--- config.mk ---
export PLATFORM = sky130hd
export DESIGN_NAME = fft_bfp_scaler
export DESIGN_NICKNAME = d
export VERILOG_FILES = /design/src/rtl/fft_pkg.sv /design/src/rtl/bfp_round_shift.sv /design/src/rtl/fft_bfp_scaler.sv
export SDC_FILE = /design/constraint.sdc
export NUM_CORES = 1
export LEC_CHECK = 0
export ABC_CLOCK_PERIOD_IN_PS = 5870
export BUFFER_PORTS_ARGS = -buffer_cell sky130_fd_sc_hd__buf_4
export CORE_MARGIN = 3
export CORE_UTILIZATION = 35
export DETAILED_ROUTE_END_ITERATION = 8
export PLACE_DENSITY = 0.65
export SYNTH_ARGS = -nofsm -noshare
export SYNTH_HDL_FRONTEND = slang
export SYNTH_SLANG_ARGS = --single-unit
--- constraint.sdc ---
create_clock -name clk -period 5.87 [get_ports clk]
set_clock_uncertainty 0.1 [all_clocks]
set_input_delay 1.174 -clock clk [delete_from_list [all_inputs] [get_ports clk]]
set_output_delay 1.174 -clock clk [all_outputs]
set_load 0.02 [all_outputs]
--- src/rtl/fft_pkg.sv ---
// Shared types and helpers for the block-floating-point FFT stage scaler:
// controller states, the 2-bit shift type and the peak-magnitude classifier.
package fft_pkg;

  typedef enum logic [1:0] {
    IDLE  = 2'd0,
    RUN   = 2'd1,
    DRAIN = 2'd2
  } state_t;

  typedef logic [1:0] shift_t;

  localparam shift_t MAX_SHIFT = 2'd2;

  // 0: fits fit_bits signed bits, 1: fits one bit more, 2: anything larger.
  function automatic shift_t peak_class(input logic signed [31:0] y, input int fit_bits);
    logic signed [31:0] lim0;
    logic signed [31:0] lim1;
    lim0 = 32'sd1 <<< (fit_bits - 1);
    lim1 = lim0 <<< 1;
    if (y >= -lim0 && y < lim0) begin
      return 2'd0;
    end else if (y >= -lim1 && y < lim1) begin
      return 2'd1;
    end
    return MAX_SHIFT;
  endfunction

endpackage

--- src/rtl/bfp_round_shift.sv ---
// Combinational arithmetic right shift by 0..2 with round-half-to-even.
// The extra headroom bit keeps the biased sum from wrapping for any input.
module bfp_round_shift
  import fft_pkg::*;
#(
  parameter int DATA_W = 16
) (
  input  logic signed [DATA_W-1:0] x_i,
  input  shift_t                   shift_i,
  output logic signed [DATA_W-1:0] y_o
);

  logic signed [DATA_W:0] xe;
  logic signed [DATA_W:0] bias;
  logic signed [DATA_W:0] t;

  always_comb begin
    xe   = {x_i[DATA_W-1], x_i};
    bias = '0;
    case (shift_i)
      2'd1:    bias = {{DATA_W{1'b0}}, x_i[1]};
      // 1 + x[2] is 2'b10 when x[2] is set, 2'b01 otherwise
      2'd2:    bias = {{(DATA_W-1){1'b0}}, x_i[2], ~x_i[2]};
      default: bias = '0;
    endcase
    t   = xe + bias;
    y_o = DATA_W'(t >>> shift_i);
  end

endmodule

--- src/rtl/fft_bfp_scaler.sv ---
// Block-floating-point scaler run after each FFT butterfly stage: shifts one
// frame at a time, picks the next frame's shift from the output peak, and
// accumulates the block exponent. Optional build macro FFT_BFP_FORCE_SHIFT_EN
// adds force_en/force_shift to override the peak-derived shift.
module fft_bfp_scaler
  import fft_pkg::*;
#(
  parameter int DATA_W     = 16,
  parameter int FRAME_LEN  = 64,
  parameter int NUM_STAGES = 6,
  parameter int GUARD      = 2,
  parameter int EXP_W      = 8
) (
  input  logic              clk,
  input  logic              rst,
  input  logic              start,
  output logic              busy,
  output logic              done,
  input  logic              in_valid,
  output logic              in_ready,
  input  logic [DATA_W-1:0] in_data,
  input  logic              in_last,
  output logic              out_valid,
  input  logic              out_ready,
  output logic [DATA_W-1:0] out_data,
  output logic              out_last,
  output logic [1:0]        cur_shift,
  output logic [EXP_W-1:0]  blk_exp,
  output logic              frame_err
`ifdef FFT_BFP_FORCE_SHIFT_EN
  ,
  input  logic              force_en,
  input  logic [1:0]        force_shift
`endif
);

  localparam int FC_W = (FRAME_LEN > 1) ? $clog2(FRAME_LEN) : 1;
  localparam int SC_W = $clog2(NUM_STAGES + 1);
  localparam logic [FC_W-1:0] LAST_IDX    = FC_W'(FRAME_LEN - 1);
  localparam logic [SC_W-1:0] FINAL_STAGE = SC_W'(NUM_STAGES - 1);

  function automatic logic [EXP_W-1:0] sat_add(input logic [EXP_W-1:0] a, input shift_t s);
    logic [EXP_W:0] sum;
    sum = {1'b0, a} + (EXP_W + 1)'(s);
    return sum[EXP_W] ? '1 : sum[EXP_W-1:0];
  endfunction

  state_t                     state_q;
  shift_t                     shift_q, shift_d;
  shift_t                     peak_q, peak_d;
  shift_t                     pc;
  logic [FC_W-1:0]            frame_cnt_q;
  logic [SC_W-1:0]            stage_cnt_q;
  logic [EXP_W-1:0]           blk_exp_q, blk_exp_d;
  logic                       frame_err_q;
  logic                       busy_q;
  logic                       done_q;

  logic                       vld_p1_q, vld_p2_q;
  logic                       last_p1_q, last_p2_q;
  logic signed [DATA_W-1:0]   data_p1_q, data_p2_q;

  logic                       adv;
  logic                       accept;
  logic                       at_last;
  logic signed [DATA_W-1:0]   rnd;

  assign adv      = !vld_p2_q || out_ready;
  assign in_ready = (state_q == RUN) && adv;
  assign accept   = in_valid && in_ready;
  assign at_last  = (frame_cnt_q == LAST_IDX);

  bfp_round_shift #(
    .DATA_W (DATA_W)
  ) u_round (
    .x_i     ($signed(in_data)),
    .shift_i (shift_q),
    .y_o     (rnd)
  );

  // The class of the sample being accepted is folded in now, so the frame's
  // final sample still counts toward the shift chosen at its own boundary.
  always_comb begin
    pc        = peak_class(32'(rnd), DATA_W - GUARD);
    peak_d    = (pc > peak_q) ? pc : peak_q;
    blk_exp_d = sat_add(blk_exp_q, shift_q);
`ifdef FFT_BFP_FORCE_SHIFT_EN
    if (force_en) begin
      shift_d = (force_shift > MAX_SHIFT) ? MAX_SHIFT : force_shift;
    end else begin
      shift_d = peak_d;
    end
`else
    shift_d = peak_d;
`endif
  end

  always_ff @(posedge clk) begin
    if (rst) begin
      state_q     <= IDLE;
      shift_q     <= '0;
      peak_q      <= '0;
      frame_cnt_q <= '0;
      stage_cnt_q <= '0;
      blk_exp_q   <= '0;
      frame_err_q <= 1'b0;
      busy_q      <= 1'b0;
      done_q      <= 1'b0;
    end else begin
      done_q <= 1'b0;
      case (state_q)
        IDLE: begin
          if (start) begin
            state_q     <= RUN;
            busy_q      <= 1'b1;
            shift_q     <= '0;
            peak_q      <= '0;
            frame_cnt_q <= '0;
            stage_cnt_q <= '0;
            blk_exp_q   <= '0;
            frame_err_q <= 1'b0;
          end
        end
        RUN: begin
          if (accept) begin
            // The counter owns frame boundaries; in_last is only cross-checked.
            if (in_last != at_last) begin
              frame_err_q <= 1'b1;
            end
            if (at_last) begin
              shift_q     <= shift_d;
              blk_exp_q   <= blk_exp_d;
              peak_q      <= '0;
              frame_cnt_q <= '0;
              stage_cnt_q <= stage_cnt_q + SC_W'(1);
              if (stage_cnt_q == FINAL_STAGE) begin
                state_q <= DRAIN;
              end
            end else begin
              peak_q      <= peak_d;
              frame_cnt_q <= frame_cnt_q + FC_W'(1);
            end
          end
        end
        DRAIN: begin
          if (!vld_p1_q && !vld_p2_q) begin
            state_q <= IDLE;
            busy_q  <= 1'b0;
            done_q  <= 1'b1;
          end
        end
        default: state_q <= IDLE;
      endcase
    end
  end

  // Stage p1: rounded/shifted sample
  always_ff @(posedge clk) begin
    if (accept) begin
      data_p1_q <= rnd;
    end
  end

  // Stage p2: output register; both stages advance together
  always_ff @(posedge clk) begin
    if (rst) begin
      vld_p1_q  <= 1'b0;
      last_p1_q <= 1'b0;
      vld_p2_q  <= 1'b0;
      last_p2_q <= 1'b0;
      data_p2_q <= '0;
    end else if (adv) begin
      vld_p1_q  <= accept;
      last_p1_q <= accept && in_last;
      vld_p2_q  <= vld_p1_q;
      last_p2_q <= last_p1_q;
      if (vld_p1_q) begin
        data_p2_q <= data_p1_q;
      end
    end
  end

  assign busy      = busy_q;
  assign done      = done_q;
  assign out_valid = vld_p2_q;
  assign out_data  = data_p2_q;
  assign out_last  = last_p2_q;
  assign cur_shift = shift_q;
  assign blk_exp   = blk_exp_q;
  assign frame_err = frame_err_q;

endmodule

==> flow_summary_export.csv <==
group,metric,value,unit
synth,yosysWarnings,0,
worst_setup_path,arrival,4800,ps
timing,timing.hold.ws,355,ps
power_and_ir_drop,swShare,26.0,%
clocking,clk_latency,330,ps
clocking,cts_resized,0,
timing,period_minus_slack,4640,ps
power_and_ir_drop,power_leakage,1.62,nW
finish,layout-drive-gt1-share,16.7,%
synth,ys.flop_type,"dfxtp_1",
power_and_ir_drop,pwr-share-seq,47.0,%
timing,hold_viol_final,0,
placement,dp.cells,613,
timing,worst_slew_pin_slew,776,ps
clocking,cts_buffers,9,
finish,n_antenna_cell,0,
worst_setup_path,critPathKind,"in -> reg",
run,cap_viol_max_count,0,
finish,final_common_cell,"nand2_1",
timing,fmax,215,MHz
die,rows,36,
finish,finish.utilization,43.7,%
clocking,cts_tree,"done",
die,ios,54,
power_and_ir_drop,switching_power,0.254,mW
outcome,status,"complete, no violations",
global_routing,grt_usage,15.5,%
die,initial_utilization,36.8,%
global_routing,grt_pass1_wl,14600,µm
worst_setup_path,r2r-start,"cur_shift[0]",
power_and_ir_drop,p_comb_share,13.3,%
synth,avgSynthCellArea,8.18,µm²
drt,vias,3315,
finish,final_cell_mix,"60 x nand2_1, 56 x buf_4, 46 x dfxtp_1",
die,die_x,109,µm
placement,gp_congestion,0.851,
synth,ys_seq_area_share,38.1,%
drt,ant_nets,0,
timing,fin_tns_setup,0,ps
hold_path,min_path_type,"reg -> reg",
global_routing,antenna_found_initial,0,
power_and_ir_drop,ir_worst_vdd,80.3,µV
clocking,htreeDepth,3,
clocking,cts.sinks,62,
drt,drt_iter0_markers,188,
worst_setup_path,reg2reg_slack,1360,ps
worst_setup_path,rr_endpoint,"peak_q[0]",
drt,drcViolationCount,0,
worst_setup_path,worstSetupEndpointType,"register",
worst_setup_path,required,6030,ps
placement,portBuffers,53,
power_and_ir_drop,power.density,224,mW/mm²
synth,synth.distinct_cells,55,
synth,synthesis.instances,450,
global_routing,grt_overflow_total,0,
synth,syn_nets,486,
die,die_area,0.0118,mm²
timing,rsz0062_at_grt,"false",
drt,post_drt_via_cell_ratio,5.27,
global_routing,grt_pass1_vias,2992,
clocking,clk_path_buf_depth,2,
worst_setup_path,crit_end,"peak_q[0]",
timing,setup_viol,0,
finish,synthToLayoutAreaGrowth,18.7,%
drt,wl_per_cell,13.9,µm
clocking,root_buffer,"clkbuf_8",
power_and_ir_drop,power_frac_clock,39.7,%
die,design.core.area,0.0100,mm²
synth,synth_edf_count,16,
worst_setup_path,crit_fanout,9,
die,die_h,109,µm
synth,synth_seq_cells,62,
worst_setup_path,reg2reg_depth,18,
timing,drv_slew,0,
global_routing,grt_start_max_net_pins,43,
worst_setup_path,crit_start,"in_data[2]",
finish,nFillCells,993,
timing,post-route-period-util,79.1,%
clocking,cts_setup_buffers,0,
power_and_ir_drop,p_int,0.724,mW
drt,routed_wl,8760,µm
finish,stdcell_count,629,
drt,first_pass_iters,4,
synth,netlist_area,0.00368,mm²
clocking,hold_buffers,0,
finish,final_nets,527,
worst_setup_path,critPathLaunchType,"input pin",
synth,async_reset_ff_share,0,%
placement,dpl.hpwl,6350,µm
clocking,cts.clk_slew.worst_paths,70,ps
timing,max_slew_margin,47.7,%
[worst min path at each step]
| stage | cells past startpoint | to | slack, ps | startpoint |
|---|---|---|---|---|
| after CTS | 2 | out_data[0] | 360 | out_data[0] |
| after global routing | 2 | out_data[1] | 380 | out_data[1] |
| final | 2 | out_data[0] | 350 | out_data[0] |
| after global placement | 2 | out_last | 350 | out_last |
| after floorplan | 2 | out_last | 340 | last_p1_q |
| after detailed placement | 2 | out_data[0] | 350 | out_data[0] |
[per-stage QoR]
stage | area (µm²) | worst slack [ps] | total power, mW
2_1_floorplan | 3680 | 1150 | 0.552
3_3_place_gp | 4160 | 1030 | 0.596
3_5_place_dp | 4160 | 884 | 0.598
4_1_cts | 4370 | 1220 | 0.986
5_1_grt | 4370 | 835 | 1.03
6_report | 4370 | 1230 | 0.978
[area by class of cell]
| cell class | count | area [µm²] | area share, % |
|---|---|---|---|
| sequential | 62 | 1400 | 32.1 |
| clock inverter | 5 | 56.3 | 1.29 |
| clock buffer | 11 | 153 | 3.50 |
| inverter | 12 | 45.0 | 1.03 |
| timing repair buffer | 56 | 420 | 9.63 |
| tap | 133 | 166 | 3.81 |
| multi-input combinational | 350 | 2120 | 48.7 |
[routing by layer]
layer | GRT usage, % | up-vias | part of all wire, % | wire length, µm
li1 | - | 1694 | - | -
met4 | 4.78 | 0 | 1.3 | 114
met3 | 2.87 | 9 | 5.2 | 457
met5 | 0 | - | 0 | 0
met2 | 23.3 | 83 | 45 | 3930
met1 | 22.3 | 1529 | 49 | 4260
[critical path, cell delays in order]
cell	delay [ps]
buf_4	140
nand2b_1	140
a21oi_1	120
ha_1	190
inv_1	60
fa_1	390
nand2b_1	300
or4_4	660
xnor2_4	170
nor4b_1	360
a211oi_2	110
ha_1	300
inv_1	40
o22ai_1	220
nor2b_1	150
o21ai_0	80
o22ai_1	170
[cells in the mapped netlist (6+ instances only)]
cell type | count | share of area, %
inv_1 | 11 | 1.1
nor2_1 | 44 | 4.5
a21o_1 | 6 | 1.2
and2_1 | 6 | 1.0
mux2i_1 | 11 | 3.0
nand3_1 | 18 | 2.4
dfxtp_1 | 46 | 25
ha_1 | 12 | 4.1
nor2b_1 | 10 | 1.7
xor2_1 | 8 | 1.9
a31oi_1 | 8 | 1.4
o21ai_0 | 23 | 3.1
clkbuf_1 | 19 | 1.9
nand2_1 | 60 | 6.1
edfxtp_1 | 16 | 13
a211oi_1 | 7 | 1.4
nor3_1 | 17 | 2.3
a21oi_1 | 42 | 5.7
[registers in the layout, summed over array words and instances, names as in the netlist]
| name | count |
|---|---|
| cur_shift | 2 |
| peak_q | 2 |
| last_p1_q | 1 |
| busy | 1 |
| data_p1_q | 16 |
| stage_cnt_q | 3 |
| out_data | 16 |
| out_last | 1 |
| state_q | 2 |
| frame_err | 1 |
| done | 1 |
| frame_cnt_q | 6 |
| out_valid | 1 |
| vld_p1_q | 1 |
| blk_exp | 8 |
[cell families (layout without fill, tap and decap cells)]
logic type,after synthesis,in the layout,synth area share [%]
flops,62,62,38.1
compound gates,113,113,18.7
xor+xnor,14,14,3.84
mux,14,14,3.91
buf+inv,38,84,4.18
fa+ha+maj,14,14,5.17
simple gates,195,195,26.1
[power by group through the flow]
stage	clock network, mW	registers [mW]	logic (mW)
3_5_place_dp	0	0.469	0.130
4_1_cts	0.397	0.459	0.130
6_report	0.388	0.459	0.130
5_1_grt	0.421	0.460	0.146
2_1_floorplan	0	0.473	0.0790
3_3_place_gp	0	0.468	0.127
No activity file was read; power rests on OpenSTA's default activity.
